## src/rtl/uart_bus_arbiter_n_pkg.sv

```systemverilog
// Shared constants and encodings for the N-channel UART bus arbiter.
// Window offsets are byte offsets inside each channel's memory window.
package uart_bus_arbiter_n_pkg;

  localparam int unsigned UART_OFF_TXDATA = 0;
  localparam int unsigned UART_OFF_RXDATA = 4;
  localparam int unsigned UART_OFF_RXFLAG = 8;
  localparam int unsigned UART_OFF_TXDONE = 12;

  typedef enum logic {
    ARB_IDLE  = 1'b0,
    ARB_WRITE = 1'b1
  } arb_state_e;

  typedef enum logic [1:0] {
    EV_RXDATA = 2'd0,
    EV_RXFLAG = 2'd1,
    EV_TXDONE = 2'd2
  } ev_type_e;

  function automatic logic [31:0] ev_offset(ev_type_e ev);
    case (ev)
      EV_TXDONE: return UART_OFF_TXDONE;
      EV_RXFLAG: return UART_OFF_RXFLAG;
      default:   return UART_OFF_RXDATA;
    endcase
  endfunction

endpackage

```

## src/rtl/uart_bus_arbiter_n_if.sv

```systemverilog
// Bus bundle between the CPU data port, the UART channels and the arbiter.
// The arbiter uses the slave modport; the CPU/UART side uses master.
interface uart_bus_arbiter_n_if #(
  parameter int unsigned NUM_CH = 4,
  parameter int unsigned ADDR_W = 32
);
  logic [ADDR_W-1:0] address;
  logic              memReadCPU;
  logic              memWriteCPU;
  logic [NUM_CH-1:0] readyRx;
  logic [NUM_CH-1:0] busyTx;
  logic [NUM_CH-1:0] txEnable;
  logic              memWriteOut;
  logic [NUM_CH-1:0] uartToMem;
  logic [ADDR_W-1:0] uartAddress;
  logic              uartDataSel;
  logic [NUM_CH-1:0] rxOverrun;

  modport slave (
    input  address, memReadCPU, memWriteCPU, readyRx, busyTx,
    output txEnable, memWriteOut, uartToMem, uartAddress, uartDataSel, rxOverrun
  );

  modport master (
    output address, memReadCPU, memWriteCPU, readyRx, busyTx,
    input  txEnable, memWriteOut, uartToMem, uartAddress, uartDataSel, rxOverrun
  );
endinterface

```

## src/rtl/uart_bus_arbiter_n_rr_picker.sv

```systemverilog
// Combinational round-robin picker: first set request at or after the pointer,
// wrapping from NUM_CH-1 back to 0.
module uart_bus_arbiter_n_rr_picker #(
  parameter int unsigned NUM_CH = 4,
  parameter int unsigned IDX_W  = $clog2(NUM_CH)
) (
  input  logic [NUM_CH-1:0] req_i,
  input  logic [IDX_W-1:0]  ptr_i,
  output logic [NUM_CH-1:0] grant_o,
  output logic [IDX_W-1:0]  idx_o,
  output logic              valid_o
);

  always_comb begin : pick
    int unsigned c;
    c       = 0;
    grant_o = '0;
    idx_o   = '0;
    valid_o = 1'b0;
    for (int unsigned off = 0; off < NUM_CH; off++) begin
      c = 32'(ptr_i) + off;
      if (c >= NUM_CH) c = c - NUM_CH;
      if (!valid_o && req_i[IDX_W'(c)]) begin
        valid_o              = 1'b1;
        grant_o[IDX_W'(c)]   = 1'b1;
        idx_o                = IDX_W'(c);
      end
    end
  end

endmodule

```

## src/rtl/uart_bus_arbiter_n.sv

```systemverilog
// N-channel UART event arbiter: captures RX/TX events as sticky pending bits and
// writes them into each channel's memory window whenever the CPU leaves the bus free.
module uart_bus_arbiter_n
  import uart_bus_arbiter_n_pkg::*;
#(
  parameter int unsigned       NUM_CH    = 4,
  parameter int unsigned       ADDR_W    = 32,
  parameter logic [ADDR_W-1:0] UART_BASE = 32'h0000_0F00,
  parameter int unsigned       CH_STRIDE = 16
) (
  input logic                 clk,
  input logic                 reset,
  uart_bus_arbiter_n_if.slave bus_if
);

  // state     | meaning
  // ARB_IDLE  | no write owned; pick next pending event when the bus is free
  // ARB_WRITE | grant registered; write fires on the first bus-free cycle

  localparam int unsigned IDX_W = $clog2(NUM_CH);

  logic              bus_free;
  logic [NUM_CH-1:0] ready_rx_dly_q, busy_tx_dly_q;
  logic [NUM_CH-1:0] rx_rise, tx_fall;
  logic [NUM_CH-1:0] rx_data_pend_q, rx_data_pend_d;
  logic [NUM_CH-1:0] rx_flag_pend_q, rx_flag_pend_d;
  logic [NUM_CH-1:0] tx_done_pend_q, tx_done_pend_d;
  logic [NUM_CH-1:0] clr_rx_data, clr_rx_flag, clr_tx_done, set_rx_flag;
  logic [NUM_CH-1:0] rx_overrun_q, tx_en;

  logic [NUM_CH-1:0] req, pick_onehot;
  logic [IDX_W-1:0]  pick_idx;
  logic              pick_valid;
  ev_type_e          pick_ev;

  arb_state_e        state_q, state_d;
  logic [IDX_W-1:0]  gnt_idx_q, gnt_idx_d;
  logic [IDX_W-1:0]  rr_q, rr_d;
  logic [NUM_CH-1:0] gnt_onehot_q, gnt_onehot_d;
  ev_type_e          ev_q, ev_d;
  logic [ADDR_W-1:0] uart_addr_q, uart_addr_d;
  logic              data_sel_q, data_sel_d;

  assign bus_free = !(bus_if.memReadCPU || bus_if.memWriteCPU);
  assign rx_rise  = bus_if.readyRx & ~ready_rx_dly_q;
  assign tx_fall  = ~bus_if.busyTx & busy_tx_dly_q;
  assign req      = rx_data_pend_q | rx_flag_pend_q | tx_done_pend_q;

  uart_bus_arbiter_n_rr_picker #(
    .NUM_CH (NUM_CH),
    .IDX_W  (IDX_W)
  ) u_rr_picker (
    .req_i   (req),
    .ptr_i   (rr_q),
    .grant_o (pick_onehot),
    .idx_o   (pick_idx),
    .valid_o (pick_valid)
  );

  always_comb begin
    pick_ev = EV_RXDATA;
    if (tx_done_pend_q[pick_idx])      pick_ev = EV_TXDONE;
    else if (rx_flag_pend_q[pick_idx]) pick_ev = EV_RXFLAG;
  end

  // Set terms are ORed in last so a new edge re-queues an event being cleared.
  always_comb begin
    clr_rx_data = '0;
    clr_rx_flag = '0;
    clr_tx_done = '0;
    set_rx_flag = '0;
    if (state_q == ARB_WRITE && bus_free) begin
      case (ev_q)
        EV_TXDONE: clr_tx_done = gnt_onehot_q;
        EV_RXFLAG: clr_rx_flag = gnt_onehot_q;
        default: begin
          clr_rx_data = gnt_onehot_q;
          set_rx_flag = gnt_onehot_q;
        end
      endcase
    end
  end

  assign rx_data_pend_d = (rx_data_pend_q & ~clr_rx_data) | rx_rise;
  assign rx_flag_pend_d = (rx_flag_pend_q & ~clr_rx_flag) | set_rx_flag;
  assign tx_done_pend_d = (tx_done_pend_q & ~clr_tx_done) | tx_fall;

  always_comb begin
    state_d      = state_q;
    gnt_idx_d    = gnt_idx_q;
    gnt_onehot_d = gnt_onehot_q;
    ev_d         = ev_q;
    uart_addr_d  = uart_addr_q;
    data_sel_d   = data_sel_q;
    rr_d         = rr_q;
    case (state_q)
      ARB_IDLE: begin
        if (bus_free && pick_valid) begin
          gnt_idx_d    = pick_idx;
          gnt_onehot_d = pick_onehot;
          ev_d         = pick_ev;
          uart_addr_d  = UART_BASE + ADDR_W'(pick_idx) * ADDR_W'(CH_STRIDE)
                         + ADDR_W'(ev_offset(pick_ev));
          data_sel_d   = (pick_ev != EV_RXDATA);
          state_d      = ARB_WRITE;
        end
      end
      ARB_WRITE: begin
        if (bus_free) begin
          gnt_onehot_d = '0;
          rr_d         = (gnt_idx_q == IDX_W'(NUM_CH - 1)) ? '0 : gnt_idx_q + 1'b1;
          state_d      = ARB_IDLE;
        end
      end
    endcase
  end

  always_ff @(posedge clk or posedge reset) begin
    if (reset) begin
      state_q        <= ARB_IDLE;
      gnt_idx_q      <= '0;
      gnt_onehot_q   <= '0;
      ev_q           <= EV_RXDATA;
      uart_addr_q    <= '0;
      data_sel_q     <= 1'b0;
      rr_q           <= '0;
      ready_rx_dly_q <= '0;
      busy_tx_dly_q  <= '0;
      rx_data_pend_q <= '0;
      rx_flag_pend_q <= '0;
      tx_done_pend_q <= '0;
      rx_overrun_q   <= '0;
    end else begin
      state_q        <= state_d;
      gnt_idx_q      <= gnt_idx_d;
      gnt_onehot_q   <= gnt_onehot_d;
      ev_q           <= ev_d;
      uart_addr_q    <= uart_addr_d;
      data_sel_q     <= data_sel_d;
      rr_q           <= rr_d;
      ready_rx_dly_q <= bus_if.readyRx;
      busy_tx_dly_q  <= bus_if.busyTx;
      rx_data_pend_q <= rx_data_pend_d;
      rx_flag_pend_q <= rx_flag_pend_d;
      tx_done_pend_q <= tx_done_pend_d;
      rx_overrun_q   <= rx_rise & rx_data_pend_q;
    end
  end

  // A TX start is only allowed once the previous completion has been fully reported.
  always_comb begin
    tx_en = '0;
    for (int i = 0; i < NUM_CH; i++) begin
      tx_en[i] = !reset && bus_if.memWriteCPU
                 && (bus_if.address == UART_BASE + ADDR_W'(i * CH_STRIDE + UART_OFF_TXDATA))
                 && !bus_if.busyTx[i] && !busy_tx_dly_q[i] && !tx_done_pend_q[i];
    end
  end

  assign bus_if.txEnable    = tx_en;
  assign bus_if.memWriteOut = (state_q == ARB_WRITE) && bus_free;
  assign bus_if.uartToMem   = gnt_onehot_q;
  assign bus_if.uartAddress = uart_addr_q;
  assign bus_if.uartDataSel = data_sel_q;
  assign bus_if.rxOverrun   = rx_overrun_q;

endmodule

```

## src/flat_wrapper.sv

```systemverilog
// flat-port wrapper written by rule: the top's interface ports become plain ports
module uart_bus_arbiter_n_flat import uart_bus_arbiter_n_pkg::*;
#(
  parameter int unsigned       NUM_CH    = 4,
  parameter int unsigned       ADDR_W    = 32,
  parameter logic [ADDR_W-1:0] UART_BASE = 32'h0000_0F00,
  parameter int unsigned       CH_STRIDE = 16
)
  (clk, reset, bus_if_address, bus_if_memReadCPU, bus_if_memWriteCPU, bus_if_readyRx, bus_if_busyTx, bus_if_txEnable, bus_if_memWriteOut, bus_if_uartToMem, bus_if_uartAddress, bus_if_uartDataSel, bus_if_rxOverrun);
  uart_bus_arbiter_n_if #(.NUM_CH(NUM_CH), .ADDR_W(ADDR_W)) bus_if_i ();
  input logic clk;
  input logic reset;
  input wire logic [$bits(bus_if_i.address)-1:0] bus_if_address;
  input wire logic [$bits(bus_if_i.memReadCPU)-1:0] bus_if_memReadCPU;
  input wire logic [$bits(bus_if_i.memWriteCPU)-1:0] bus_if_memWriteCPU;
  input wire logic [$bits(bus_if_i.readyRx)-1:0] bus_if_readyRx;
  input wire logic [$bits(bus_if_i.busyTx)-1:0] bus_if_busyTx;
  output wire logic [$bits(bus_if_i.txEnable)-1:0] bus_if_txEnable;
  output wire logic [$bits(bus_if_i.memWriteOut)-1:0] bus_if_memWriteOut;
  output wire logic [$bits(bus_if_i.uartToMem)-1:0] bus_if_uartToMem;
  output wire logic [$bits(bus_if_i.uartAddress)-1:0] bus_if_uartAddress;
  output wire logic [$bits(bus_if_i.uartDataSel)-1:0] bus_if_uartDataSel;
  output wire logic [$bits(bus_if_i.rxOverrun)-1:0] bus_if_rxOverrun;
  assign bus_if_i.address = bus_if_address;
  assign bus_if_i.memReadCPU = bus_if_memReadCPU;
  assign bus_if_i.memWriteCPU = bus_if_memWriteCPU;
  assign bus_if_i.readyRx = bus_if_readyRx;
  assign bus_if_i.busyTx = bus_if_busyTx;
  assign bus_if_txEnable = bus_if_i.txEnable;
  assign bus_if_memWriteOut = bus_if_i.memWriteOut;
  assign bus_if_uartToMem = bus_if_i.uartToMem;
  assign bus_if_uartAddress = bus_if_i.uartAddress;
  assign bus_if_uartDataSel = bus_if_i.uartDataSel;
  assign bus_if_rxOverrun = bus_if_i.rxOverrun;
  uart_bus_arbiter_n #(.NUM_CH(NUM_CH), .ADDR_W(ADDR_W), .UART_BASE(UART_BASE), .CH_STRIDE(CH_STRIDE)) u_core (.clk(clk), .reset(reset), .bus_if(bus_if_i));
endmodule
```

## config.mk

```make
export PLATFORM = sky130hd
export DESIGN_NAME = uart_bus_arbiter_n_flat
export DESIGN_NICKNAME = d
export VERILOG_FILES = /design/src/rtl/uart_bus_arbiter_n_pkg.sv /design/src/rtl/uart_bus_arbiter_n_if.sv /design/src/rtl/uart_bus_arbiter_n_rr_picker.sv /design/src/rtl/uart_bus_arbiter_n.sv /design/src/flat_wrapper.sv
export SDC_FILE = /design/constraint.sdc
export NUM_CORES = 1
export LEC_CHECK = 0
export CORE_MARGIN = 3
export CORE_UTILIZATION = 30
export DETAILED_ROUTE_END_ITERATION = 10
export SKIP_LAST_GASP = 1
export SLEW_MARGIN = 20
export SYNTH_ARGS = -nofsm -noshare
export SYNTH_HDL_FRONTEND = slang
export SYNTH_HIERARCHICAL = 1
export SYNTH_SLANG_ARGS = --single-unit
```

## constraint.sdc

```tcl
create_clock -name clk -period 4.1 [get_ports clk]
set_input_delay 0.615 -clock clk [delete_from_list [all_inputs] [get_ports clk]]
set_output_delay 0.615 -clock clk [all_outputs]
set_load 0.02 [all_outputs]
```

==> run metrics <==
status=complete, no violations; Root Driver=clkbuf_8; Crit Path Max Fanout=8; Syn Inst Count=231; reg2reg start=u_core/tx_done_pend_q[3]$_DFF_PP0_; CP cell instances=clkdlybuf4s50_1, nor4b_4, nand4_2, nor4_1, clkdlybuf4s50_1; RSZ-0062 raised after global routing=no; core footprint=a little under 0.008 mm2; FF-to-FF setup slack=a little over 0.8 ns; Yosys reg bits=38; DRC viols=0; critical path's slowest cell=clkdlybuf4s50_1; top_reg_cell synth=dfrtp_1; Ys Warns=6; Antenna diodes=0; Port Buf Inserts=65; max-cap violation count=0; initial DRC count=slightly above 70; detailed-route via count=1877; Die Area=0.00919 mm2; hold bufs inserted after CTS=0; worst reg2reg endpoint=u_core/bus_if.uartAddress[2]$_DFFE_PP0P_; Clock Latency Late Sink=0.28 ns; Hold Path Class=register to register; Die Span Y=~96 um; Syn Area/Cell=approximately 10 um2; Num Clock Sinks=38; distinct cell type count after synthesis=46; routability cong.=0.797; WHS=0.500 ns; Worst EP required=roughly 3.5 ns; share of layout cells above drive strength 1=0.101; mean routed wirelength per cell=between 10 and 15 um; path length in cells of the critical path=5; Commonest cells post-synth=dfrtp_1 (38), buf_4 (30), nand2_1 (19), inv_1 (15); min cycle time layout=3.31 ns; crit-path most repeated cell=clkdlybuf4s50_1; Layout Skew=0.00358 ns; Crit Path Category=input pin to output port; H-tree Lvls=2; CTS Buf Count=5; netlist area before placement=0.00242 mm2; Seq/Total Area, Yosys=0.393; Critical Path Source=bus_if_memWriteCPU; vias in the first global route=1809; top-count cell post-synth=dfrtp_1; Resize count post-CTS=0; deepest clock path buffer count=2; FP Rows=32; DRT antenna net count=0; largest net degree at the start of global routing=39; Post-synth ARST share=1.00; critical path arrival=2.70 ns; Critical path destination=bus_if_txEnable[2]; 1st-pass router iterations=4; Die Wd=95.9 um; cell taking the most area after synthesis=dfrtp_1; PwrDens=409 mW/mm2; Crit. End Element=output port; GRT Overall Usage=0.123; Largest delay share family, worst path=buffers and inverters; clock-pin transition on the worst setup and hold timing paths=~0.07 ns; proportion of netlist area held by the largest area contributor=0.393; main area contributors after synthesis=dfrtp_1 (39%), buf_4 (9.3%), ha_1 (4.1%), a22o_1 (4.0%), mux4_2 (3.7%); GRT overflow=0; fin nets=348; worst vdd ir=0.145 mV; DRT Wirelength=5.45 mm; Slew HR=0.563; Pins Over Slew Limit=0; Placement Cell Area=0.00306 mm2; placed cell count=391; dpl hpwl=about 4.3 mm; Layout Cells excl Fill=about 400; area occupied by multi-input gates=between 0.001 and 0.0015 mm2; Post-CTS Repair Setup Buffers=0; initial antenna violation count=0; Static Leak=1.29 nW; WP buf/inv=2; # fillers=768; CP max stage delay=0.66 ns; Pwr Total=between 0.001 and 0.0015 W; f_max=302 MHz; final hold violation count=0; Initial Util=0.312; CTS tree=built; period utilization=0.808; first-pass GRT wire length=8.77 mm; nature of the critical path startpoint=input pin; design area=roughly 0.0031 mm2; pin slew with the least headroom to its limit=between 0.6 and 0.7 ns; FF-to-FF path depth=7; I/O pin cnt=90; count of flip-flops with a built-in enable after synthesis=0; Register Area=951 um2; total negative slack=0 ns; area delta synth->final=29.5%; Setup violations, final=0; Vias/cell=4.72
[routing by layer]
metal  routed length [um]  track usage
met1                 2210        0.148
met2                 2790        0.214
met5                    0            0
met3                  398       0.0305
met4                   55       0.0450
[cell usage in the layout, fill, tap and decap left out, drive strengths merged, types with 4 or more instances in the layout]
master,instances
clkdlybuf4s50,65
dfrtp,38
conb,24
nand2,19
inv,15
a22o,12
nor2,11
o21ai,10
nor4,10
ha,8
a22oi,8
clkbuf,7
mux4,7
a21oi,6
nand2b,6
nor2b,5
mux2,5
and3,4
buf,4
nor4b,4
or3,4
[report_power, final]
part           leakage, nW  switching (W)  total, W  internal (W)
Clock               0.0383       0.000125  0.000242      0.000117
Sequential           0.432      0.0000951  0.000540      0.000445
Combinational        0.817       0.000245  0.000499      0.000255
Total                 1.29       0.000465   0.00128      0.000817
[worst register-to-register path, cell delays in order, from the launching register on]
cell     delay [ns]
dfrtp_1        0.43
or3_2          0.55
mux4_2         0.64
nor4b_4        0.43
nor2_1         0.09
a32o_1         0.30
mux4_2         0.46
mux2_4         0.27
[cell type report]
| cell class | instances | area share |
|---|---|---|
| Sequential cell | 38 | 0.303 |
| Multi-Input combinational cell | 167 | 0.397 |
| Timing Repair Buffer | 69 | 0.217 |
| Inverter | 15 | 0.0179 |
| Clock buffer | 7 | 0.0243 |
| Tap cell | 102 | 0.0407 |
[through the flow]
stage	worst slack, ns	util
global placement	0.814	0.394
finish	0.788	0.404
detailed placement	0.792	0.394
global route	0.606	0.404
CTS	0.764	0.404
floorplan	1.08	-
[state kept, by name (all words and copies together), names as in the netlist]
name                       cells
u_core/bus_if.uartToMem        4
u_core/ev_q                    2
u_core/state_q                 1
u_core/rr_q                    2
u_core/tx_done_pend_q          4
u_core/rx_flag_pend_q          4
u_core/ready_rx_dly_q          4
u_core/busy_tx_dly_q           4
u_core/rx_data_pend_q          4
u_core/bus_if.rxOverrun        4
u_core/bus_if.uartDataSel      1
u_core/gnt_idx_q               1
u_core/bus_if.uartAddress      3
[cells by family after synthesis]
| group | after synthesis | share of synthesized area |
|---|---|---|
| adder cells (fa/ha/maj) | 8 | 0.0413 |
| flip-flops | 38 | 0.393 |
| other | 1 | 0.00155 |
| AO/OA/AOI/OAI | 42 | 0.122 |
| AND/OR/NAND/NOR | 79 | 0.211 |
| multiplexers | 14 | 0.103 |
| buffers and inverters | 49 | 0.129 |
[worst min path at each step]
stage                                            startpoint                            endpoint  slack [ns]  cells past startpoint
after global routing      u_core/busy_tx_dly_q[1]$_DFF_PP0_  u_core/tx_done_pend_q[1]$_DFF_PP0_        0.53                      1
after global placement    u_core/busy_tx_dly_q[0]$_DFF_PP0_  u_core/tx_done_pend_q[0]$_DFF_PP0_        0.48                      1
after detailed placement  u_core/busy_tx_dly_q[0]$_DFF_PP0_  u_core/tx_done_pend_q[0]$_DFF_PP0_        0.49                      1
after CTS                 u_core/busy_tx_dly_q[0]$_DFF_PP0_  u_core/tx_done_pend_q[0]$_DFF_PP0_        0.51                      1
after floorplan           u_core/busy_tx_dly_q[0]$_DFF_PP0_  u_core/tx_done_pend_q[0]$_DFF_PP0_        0.47                      1
final                     u_core/busy_tx_dly_q[0]$_DFF_PP0_  u_core/tx_done_pend_q[0]$_DFF_PP0_        0.50                      1
(Power assumes the default switching activity.)
